`config.mk`:
```
export PLATFORM = sky130hd
export DESIGN_NAME = scpad_req_arbiter
export DESIGN_NICKNAME = d
export VERILOG_FILES = /design/src/rtl/scpad_req_arbiter.sv
export SDC_FILE = /design/constraint.sdc
export NUM_CORES = 1
export LEC_CHECK = 0
export BUFFER_PORTS_ARGS = -buffer_cell sky130_fd_sc_hd__buf_2
export CORE_MARGIN = 1
export CORE_UTILIZATION = 50
export CTS_CLUSTER_DIAMETER = 200
export DETAILED_ROUTE_END_ITERATION = 8
export PLACE_DENSITY = 0.87
export SLEW_MARGIN = 20
export SYNTH_ARGS = -nofsm -noshare
export SYNTH_HDL_FRONTEND = slang
export SYNTH_SLANG_ARGS = --single-unit
```
`constraint.sdc`:
```
create_clock -name CLK -period 8.18 [get_ports CLK]
set_input_delay 0 -clock CLK [delete_from_list [all_inputs] [get_ports CLK]]
set_output_delay 0 -clock CLK [all_outputs]
set_load 0.02 [all_outputs]
```
`src/rtl/scpad_req_arbiter.sv`:
```
// scpad_req_arbiter
//   Shares one scratchpad datapath port between the frontend (FE) and
//   backend (BE) requesters. A combinational arbiter picks a winner each
//   cycle, registers it into a sel_req stage tagged with its source, and an
//   in-order tag FIFO steers each returning sel_res back to its owner.
//
// Ports
//   CLK, nRST          clock (rising edge), asynchronous active-low reset
//   fe_req / fe_ready  FE request and accept strobe
//   be_req / be_ready  BE request and accept strobe
//   sel_req/sel_ready  registered request to the datapath and its consume strobe
//   sel_res            datapath response, always in issue order
//   fe_res / be_res    registered single-cycle response pulses to each owner
//   outstanding        live request count (issued, not yet answered)
//   src_err            sticky: response src mismatch or response with no tag

package scpad_pkg;
    localparam int XBAR_W = 8;
    localparam int DATA_W = 32;

    localparam logic SRC_FE = 1'b0;
    localparam logic SRC_BE = 1'b1;

    typedef struct packed {
        logic              valid;
        logic              write;
        logic [XBAR_W-1:0] xbar;
        logic [DATA_W-1:0] wdata;
    } req_t;

    typedef struct packed {
        logic              valid;
        logic              write;
        logic              src;
        logic [XBAR_W-1:0] xbar;
        logic [DATA_W-1:0] wdata;
    } sel_req_t;

    typedef struct packed {
        logic              valid;
        logic              write;
        logic              src;
        logic [DATA_W-1:0] rdata;
    } sel_res_t;

    typedef struct packed {
        logic              valid;
        logic              write;
        logic [DATA_W-1:0] rdata;
    } res_t;
endpackage

module scpad_req_arbiter
    import scpad_pkg::*;
#(
    parameter int MAX_OUTSTANDING = 8,
    parameter int STARVE_LIMIT    = 4
) (
    input  logic                             CLK,
    input  logic                             nRST,
    input  req_t                             fe_req,
    output logic                             fe_ready,
    input  req_t                             be_req,
    output logic                             be_ready,
    output sel_req_t                         sel_req,
    input  logic                             sel_ready,
    input  sel_res_t                         sel_res,
    output res_t                             fe_res,
    output res_t                             be_res,
    output logic [$clog2(MAX_OUTSTANDING):0] outstanding,
    output logic                             src_err
);
    localparam int PW = $clog2(MAX_OUTSTANDING);
    localparam int CW = PW + 1;
    localparam int SW = $clog2(STARVE_LIMIT + 1);

    // Tag entry: {src, write}
    logic [1:0]    tag_q [MAX_OUTSTANDING];
    logic [PW-1:0] wr_ptr_q, rd_ptr_q;
    logic [CW-1:0] cnt_q, cnt_d;
    logic [SW-1:0] starve_q, starve_d;
    sel_req_t      sel_q, sel_d;
    res_t          fe_res_q, fe_res_d, be_res_q, be_res_d;
    logic          err_q, err_d;

    logic empty, full, pop, push, load, gnt_fe, gnt_be;
    logic head_src;

    assign empty    = (cnt_q == '0);
    assign full     = (cnt_q == CW'(MAX_OUTSTANDING));
    // A response with no tag in flight is flagged but never pops.
    assign pop      = sel_res.valid && !empty;
    assign head_src = tag_q[rd_ptr_q][1];

    // Popping in the same cycle frees a slot, so a full FIFO can still accept.
    assign load = (!sel_q.valid || sel_ready) && (!full || pop);

    assign gnt_be = load && be_req.valid &&
                    (!fe_req.valid || starve_q == SW'(STARVE_LIMIT));
    assign gnt_fe = load && fe_req.valid && !gnt_be;
    assign push   = gnt_fe || gnt_be;

    assign fe_ready = gnt_fe;
    assign be_ready = gnt_be;

    always_comb begin
        starve_d = starve_q;
        if (!be_req.valid || gnt_be)
            starve_d = '0;
        else if (gnt_fe)
            starve_d = starve_q + 1'b1;

        sel_d = sel_q;
        if (gnt_be)
            sel_d = '{valid: 1'b1, write: be_req.write, src: SRC_BE,
                      xbar: be_req.xbar, wdata: be_req.wdata};
        else if (gnt_fe)
            sel_d = '{valid: 1'b1, write: fe_req.write, src: SRC_FE,
                      xbar: fe_req.xbar, wdata: fe_req.wdata};
        else if (sel_ready)
            sel_d.valid = 1'b0;

        cnt_d = cnt_q;
        case ({push, pop})
            2'b10:   cnt_d = cnt_q + 1'b1;
            2'b01:   cnt_d = cnt_q - 1'b1;
            default: cnt_d = cnt_q;
        endcase

        // Routing follows the FIFO head even when the response src disagrees.
        fe_res_d = '0;
        be_res_d = '0;
        if (pop) begin
            if (head_src == SRC_FE)
                fe_res_d = '{valid: 1'b1, write: sel_res.write, rdata: sel_res.rdata};
            else
                be_res_d = '{valid: 1'b1, write: sel_res.write, rdata: sel_res.rdata};
        end

        err_d = err_q;
        if (sel_res.valid && (empty || sel_res.src != head_src))
            err_d = 1'b1;
    end

    always_ff @(posedge CLK or negedge nRST) begin
        if (!nRST) begin
            wr_ptr_q <= '0;
            rd_ptr_q <= '0;
            cnt_q    <= '0;
            starve_q <= '0;
            sel_q    <= '0;
            fe_res_q <= '0;
            be_res_q <= '0;
            err_q    <= 1'b0;
        end else begin
            if (push) wr_ptr_q <= wr_ptr_q + 1'b1;
            if (pop)  rd_ptr_q <= rd_ptr_q + 1'b1;
            cnt_q    <= cnt_d;
            starve_q <= starve_d;
            sel_q    <= sel_d;
            fe_res_q <= fe_res_d;
            be_res_q <= be_res_d;
            err_q    <= err_d;
        end
    end

    // Tag storage needs no reset: occupancy is tracked by cnt_q and the pointers.
    always_ff @(posedge CLK) begin
        if (push)
            tag_q[wr_ptr_q] <= {(gnt_be ? SRC_BE : SRC_FE),
                                (gnt_be ? be_req.write : fe_req.write)};
    end

    assign sel_req     = sel_q;
    assign fe_res      = fe_res_q;
    assign be_res      = be_res_q;
    assign outstanding = cnt_q;
    assign src_err     = err_q;
endmodule

```
==> flow_summary.toml, run 1 <==
[status]
outcome = "finished, final reports clean"

[global_route]
initial_antenna_violation_count = 3
grt_pass1_wl_um = 26300
maximum_number_of_pins_on_one_net_before_global_route_repair = 68
grt_pass1_vias = 5238
track_usage = 0.314
grt-ovfl-total = 0

[critical_path]
reg2reg_depth = 10
crit_top_cell = "sky130_fd_sc_hd__xor2_1"
setup.worst_path.start_class = "flip-flop"
timing.critical_path.fanout_max = 55
timing.critical_path.arrival_ns = 3.33
critical_path_class = "flip-flop to flip-flop"
cp_slowest_stage_delay_ns = 0.46
endpoint_kind = "flip-flop"
critical_path.cell_chain = "or3_4 -> o211ai_1 -> buf_4 -> ha_1 -> xor2_1 -> ha_1 -> a21oi_1 -> xor2_1 -> nor2_1 -> xor2_1"
crit-reg2reg-launch = "outstanding[1]$_DFFE_PN0P_"
reg2reg_slack_ns = 5.23
worst_r2r_endpoint = "outstanding[2]$_DFFE_PN0P_"
worstPathRequired_ns = 8.55
slowest_cp_cell = "sky130_fd_sc_hd__dfrtp_1"

[sta]
grt_setup_unrepaired = "no"
setup_viol = 0
layout_worst_path_cycle_share = 0.361
maxSlewHeadroom = 0.300
final_hold_fails = 0
drv_slew = 0
maxClockFrequency_mhz = 339
holdWs_ns = 0.132
setup_total_negative_slack_ns = 0
finalCriticalPeriod_ns = 2.95
worst-slew-pin-transition_ns = 1.05
worst_clock_skew_ns = 0.00889

[power_and_ir_drop]
vdd_drop_max_mv = 0.204
power.sequential.fraction = 0.361
intPower_uw = 1700
power.share.switching = 0.362
design_power_total_uw = 2670
pwr-share-comb = 0.359
switching_power_uw = 967
power.clock.fraction = 0.280
leakage_uw = 0.00432
powerDensity_nw_per_um2 = 320

[cts]
cts_inserted_buffers = 17
ctsHtreeMaxLevel = 4
ctsResizeCount = 0
tritoncts = "built"
cts-root-buf = "sky130_fd_sc_hd__clkbuf_8"
cts_buffer_depth = 2
clock_insertion_delay_worst_skew_ns = 0.50
cts_hold_buffers = 121
clock_sinks = 133
clkSlewWorstSetupHoldPaths_ns = 0.07
post_cts_repair_timing_setup_buffer_count = 0

[job]
max-cap-violations = 0

[floorplan]
i_o_pin_count = 240
fp.dieH_um = 104
placementRows = 37
die_ar_um2 = 10900
floorplan.initialDensity = 0.513
core_area_um2 = 10200
chipWidth_um = 104

[yosys]
synth-async-reset-ratio = 0.940
average_cell_area_after_synthesis_um2 = 13.3
synth_area_um2 = 5240
part_of_the_yosys_area_used_for_sequential_elements = 0.642
synth-seq-cells = 133
synthesis.nets = 524
synth-edff-count = 8
synth_top_cell_by_area = "sky130_fd_sc_hd__dfrtp_1"
post_synth_main_area_contributors = "sky130_fd_sc_hd__dfrtp_1, sky130_fd_sc_hd__and2_1, sky130_fd_sc_hd__a221o_1"
synth_ff_type = "sky130_fd_sc_hd__dfrtp_1"
synthesis.yosys.warnings = 0
synthesis.instances = 395
netlist-cell-type-count = 45
synthDominantCellAreaShare = 0.597

[worst_hold_path]
holdCritPathClass = "primary input to asynchronous set/reset pin"

[layout]
multi_input_combinational_cell_area_um2 = 1740
proportion_of_layout_cells_with_a_drive_suffix_above_1 = 0.370
fillers = 550
post-route-util = 0.816
area.sequential_um2 = 3370
layout_commonest_cell = "sky130_fd_sc_hd__buf_2"
syn_to_final_growth_pct = 59.2
layoutNonFillerInstCount = 907
final_cell_mix = "sky130_fd_sc_hd__buf_2, sky130_fd_sc_hd__dfrtp_1, sky130_fd_sc_hd__dlygate4sd3_1, sky130_fd_sc_hd__and2_1, sky130_fd_sc_hd__a221o_1"
final_net_count = 884

[placed_design]
post-dp-hpwl_um = 8850
placement.io_buffers = 239
finalWeightedCongestion = 0.895
dp_cells = 750

[detailed_routing]
dr.first_iter.drc_count = 289
num_vias = 4828
avgRoutedWirePerCell_um = 18.8
routed_wirelength_um = 17100
drcViolationCount = 0
ant_nets = 0
via_density = 5.32
dr.pass1.iters = 4
==> power by group through the flow <==
stage                     Combinational (uW)  Sequential [uW]  Clock [uW]
after floorplan                          334             1140           0
after global placement                   786              945           0
after detailed placement                 813              955           0
after CTS                                925              951         747
after global routing                    1020              979         782
final                                    959              962         748
==> synthesized netlist by cell type, types with 2 or more instances <==
master	number
sky130_fd_sc_hd__dfrtp_1	125
sky130_fd_sc_hd__and3_1	3
sky130_fd_sc_hd__a21oi_1	3
sky130_fd_sc_hd__clkbuf_1	13
sky130_fd_sc_hd__a221o_1	41
sky130_fd_sc_hd__nor2b_1	2
sky130_fd_sc_hd__inv_1	4
sky130_fd_sc_hd__nand2b_1	3
sky130_fd_sc_hd__nand3b_1	2
sky130_fd_sc_hd__nand2_1	12
sky130_fd_sc_hd__nor4b_1	4
sky130_fd_sc_hd__mux2i_1	4
sky130_fd_sc_hd__and2_1	108
sky130_fd_sc_hd__edfxtp_1	8
sky130_fd_sc_hd__nor3_1	3
sky130_fd_sc_hd__ha_1	7
sky130_fd_sc_hd__nor4_1	2
sky130_fd_sc_hd__nand4b_1	2
sky130_fd_sc_hd__nor3b_1	2
sky130_fd_sc_hd__a21boi_0	3
sky130_fd_sc_hd__nor2_1	4
sky130_fd_sc_hd__mux2_2	2
sky130_fd_sc_hd__xnor2_1	5
sky130_fd_sc_hd__or2_2	2
sky130_fd_sc_hd__o21ai_0	2
sky130_fd_sc_hd__buf_2	3
sky130_fd_sc_hd__buf_6	6
sky130_fd_sc_hd__xor2_1	3
==> critical path, delay by kind of cell, from the launching register on <==
kind / cells / cell delay (ns)
fa+ha+maj: 2 / 0.59
buf+inv: 1 / 0.45
xor+xnor: 3 / 0.44
flops: 1 / 0.46
simple gates: 2 / 0.52
compound gates: 2 / 0.35
==> logic make-up after synthesis <==
kind of cell / after synthesis / synth area share
flops: 133 / 0.642
fa+ha+maj: 7 / 0.0167
simple gates: 153 / 0.180
mux: 7 / 0.0141
buf+inv: 27 / 0.0286
compound gates: 60 / 0.105
xor+xnor: 8 / 0.0134
==> per-stage QoR <==
stage / area, um2 / worst slack [ns]
2_1_floorplan: 5240 / 5.36
3_3_place_gp: 6510 / 5.46
3_5_place_dp: 6520 / 5.25
4_1_cts: 8310 / 5.25
5_1_grt: 8350 / 5.12
6_report: 8350 / 5.23
==> worst max path at each step <==
| stage | startpoint | end | slack [ns] |
|---|---|---|---|
| 2_1_floorplan | outstanding[1]$_DFFE_PN0P_ | outstanding[2]$_DFFE_PN0P_ | 5.36 |
| 3_3_place_gp | outstanding[1]$_DFFE_PN0P_ | outstanding[2]$_DFFE_PN0P_ | 5.46 |
| 3_5_place_dp | outstanding[1]$_DFFE_PN0P_ | outstanding[2]$_DFFE_PN0P_ | 5.25 |
| 4_1_cts | outstanding[1]$_DFFE_PN0P_ | outstanding[2]$_DFFE_PN0P_ | 5.25 |
| 5_1_grt | outstanding[1]$_DFFE_PN0P_ | outstanding[2]$_DFFE_PN0P_ | 5.12 |
| 6_report | outstanding[1]$_DFFE_PN0P_ | outstanding[2]$_DFFE_PN0P_ | 5.23 |
==> routing by layer <==
layer	track usage	share of wire
met1	0.332	0.34
met3	0.0645	0.054
met4	0.176	0.052
met5	0	0
met2	0.579	0.55
==> cell type report <==
| cell class | instances | area share |
|---|---|---|
| sequential | 133 | 0.403 |
| timing repair buffer | 364 | 0.295 |
| multi-input combinational | 235 | 0.209 |
| clock buffer | 18 | 0.0501 |
| tap | 136 | 0.0204 |
| clock inverter | 14 | 0.0198 |
| inverter | 4 | 0.00180 |
| antenna | 3 | 0.000899 |
==> registers in the layout, summed over array words and instances (netlist names) <==
name and count:
src_err 1, be_res 34, outstanding 4, fe_res 34
tag_q 8, starve_q 3, wr_ptr_q 3, rd_ptr_q 3
sel_req 43
(Power assumes the default switching activity.)
==> run 2, diff against run 1 <==
- CORE_UTILIZATION: 50 -> 47
- PLACE_DENSITY: 0.87 -> 0.82
- clock period: 8.18 -> 2.99 ns (I/O delays scaled with it)
==> run 2 against run 1 <==
Effect of this change: total power grew to 2.7 times the previous value; fmax grew 7.9%; critical path depth shrank 4; first-iteration DRC count grew 17%; cell area grew 0.36%; final cell count grew 0.44%; global-route usage shrank 2.2 points; clock power grew to 2.7 times the previous value; wire length shrank 1.6%; sequential power grew to 2.7 times the previous value; count of clock-buffer cells in the layout grew 1; non-clock buffer count grew 3; critical endpoint is now sel_req[39]$_DFFE_PN0P_.
==> flow_summary.toml, run 2 (same netlist as run 1, synthesis figures left out) <==
[placed_design]
placement.io_buffers = 239
post-dp-hpwl_um = 8980
finalWeightedCongestion = 0.777

[global_route]
grt_pass1_wl_um = 25100
grt-ovfl-total = 0
maximum_number_of_pins_on_one_net_before_global_route_repair = 69
use_met1 = 0.311
initial_antenna_violation_count = 0
grt_pass1_vias = 5069
grtUsageMet3 = 0.114
grt-busiest-layer = "met2"
track_usage = 0.293
global_route.usage.met2 = 0.502

[sta]
setup_viol = 0
final_hold_fails = 0
maxClockFrequency_mhz = 366
grt_setup_unrepaired = "no"
worst_clock_skew_ns = 0.00999
drv_slew = 0
worst-slew-pin-transition_ns = 0.764
finalCriticalPeriod_ns = 2.74
setup_total_negative_slack_ns = 0
layout_worst_path_cycle_share = 0.915
maxSlewHeadroom = 0.490

[critical_path]
critical_path.cell_chain = "or3_4 -> o21ai_1 -> nor2_4 -> buf_16 -> a221o_1 -> dlygate4sd3_1"
worst_r2r_endpoint = "sel_req[39]$_DFFE_PN0P_"
slowest_cp_cell = "sky130_fd_sc_hd__dlygate4sd3_1"
timing.critical_path.arrival_ns = 3.13
critical_path_buf_inv_count = 2
critical_path_class = "flip-flop to flip-flop"
setup.worst_path.start_class = "flip-flop"
reg2reg_slack_ns = 0.25
crit-reg2reg-launch = "outstanding[1]$_DFFE_PN0P_"
endpoint_kind = "flip-flop"
worstPathRequired_ns = 3.38
cp_slowest_stage_delay_ns = 0.60
reg2reg_depth = 6
timing.critical_path.fanout_max = 30
crit_family = "buffers and inverters"

[job]
max-cap-violations = 0

[floorplan]
die_ar_um2 = 11600
fp.dieH_um = 108
core_area_um2 = 10800
placementRows = 38
chipWidth_um = 108
i_o_pin_count = 240
floorplan.initialDensity = 0.484

[power_and_ir_drop]
switching_power_uw = 2590
power.share.switching = 0.355
power.sequential.fraction = 0.357
design_power_total_uw = 7300
vdd_drop_max_mv = 0.583
leakage_uw = 0.00433
pwr-share-comb = 0.362
powerDensity_nw_per_um2 = 871
power.clock.fraction = 0.281
intPower_uw = 4710

[detailed_routing]
via_density = 5.15
dr.first_iter.drc_count = 339
num_vias = 4695
avgRoutedWirePerCell_um = 18.4
ant_nets = 0
drcViolationCount = 0
routed_wirelength_um = 16800
dr.pass1.iters = 4

[layout]
syn_to_final_growth_pct = 59.8
layout_commonest_cell = "sky130_fd_sc_hd__buf_2"
insertedDiodeCount = 0
multi_input_combinational_cell_area_um2 = 1740
final_net_count = 887
largest_register_ffs = 43
proportion_of_layout_cells_with_a_drive_suffix_above_1 = 0.374
fillers = 635
area.sequential_um2 = 3370
final_cell_mix = "sky130_fd_sc_hd__buf_2, sky130_fd_sc_hd__dfrtp_1, sky130_fd_sc_hd__dlygate4sd3_1, sky130_fd_sc_hd__and2_1, sky130_fd_sc_hd__a221o_1"

[cts]
cts_hold_buffers = 121
cts_buffer_depth = 2
post_cts_repair_timing_setup_buffer_count = 0
cts_inserted_buffers = 17
ctsResizeCount = 0
clock_insertion_delay_worst_skew_ns = 0.53
cts-root-buf = "sky130_fd_sc_hd__clkbuf_8"
ctsHtreeMaxLevel = 4
tritoncts = "built"
clkSlewWorstSetupHoldPaths_ns = 0.06
clock_sinks = 133

[worst_hold_path]
holdCritPathClass = "primary input to asynchronous set/reset pin"

[status]
outcome = "finished, final reports clean"
[run 2: worst max path at each step]
stage | from | endpoint | slack (ns) | cells after the start
after floorplan | outstanding[1]$_DFFE_PN0P_ | outstanding[2]$_DFFE_PN0P_ | 0.17 | 11
after global placement | outstanding[1]$_DFFE_PN0P_ | outstanding[2]$_DFFE_PN0P_ | 0.52 | 10
after detailed placement | outstanding[1]$_DFFE_PN0P_ | outstanding[2]$_DFFE_PN0P_ | 0.43 | 10
after CTS | starve_q[0]$_DFFE_PN0P_ | sel_req[17]$_DFFE_PN0P_ | 0.27 | 7
after global routing | outstanding[0]$_DFFE_PN0P_ | sel_req[20]$_DFFE_PN0P_ | 0.19 | 6
final | outstanding[1]$_DFFE_PN0P_ | sel_req[39]$_DFFE_PN0P_ | 0.25 | 6
[run 2: layer usage]
metal / up-vias / share of wire
li1: 2116 / -
met1: 2309 / 0.37
met2: 226 / 0.51
met3: 44 / 0.084
met4: 0 / 0.033
met5: - / 0
[run 2: final cells by class]
cell class | instances | area share
multi-input cells | 235 | 0.207
clock inverters | 13 | 0.0175
flip-flops and latches | 133 | 0.402
inverters | 4 | 0.00179
repair buffers | 367 | 0.298
well taps | 140 | 0.0209
clock buffers | 19 | 0.0527
[run 2: power by group through the flow]
stage / registers, uW / clock network [uW] / logic, uW
finish: 2610 / 2050 / 2640
global route: 2660 / 2150 / 2820
CTS: 2580 / 2070 / 2570
detailed placement: 2610 / 0 / 2250
global placement: 2570 / 0 / 2200
floorplan: 3120 / 0 / 913
[run 2: per-stage QoR]
| step | area (um2) | hold slack, ns | utilization | worst slack [ns] | std cells |
|---|---|---|---|---|---|
| after global placement | 6550 | 0.101 | 0.604 | 0.522 | 757 |
| final | 8380 | 0.0747 | 0.773 | 0.255 | 911 |
| after CTS | 8350 | 0.0970 | 0.770 | 0.268 | 910 |
| after floorplan | 5240 | -0.296 | - | 0.171 | 395 |
| after detailed placement | 6550 | 0.107 | 0.604 | 0.432 | 757 |
| after global routing | 8380 | 0.135 | 0.773 | 0.190 | 911 |
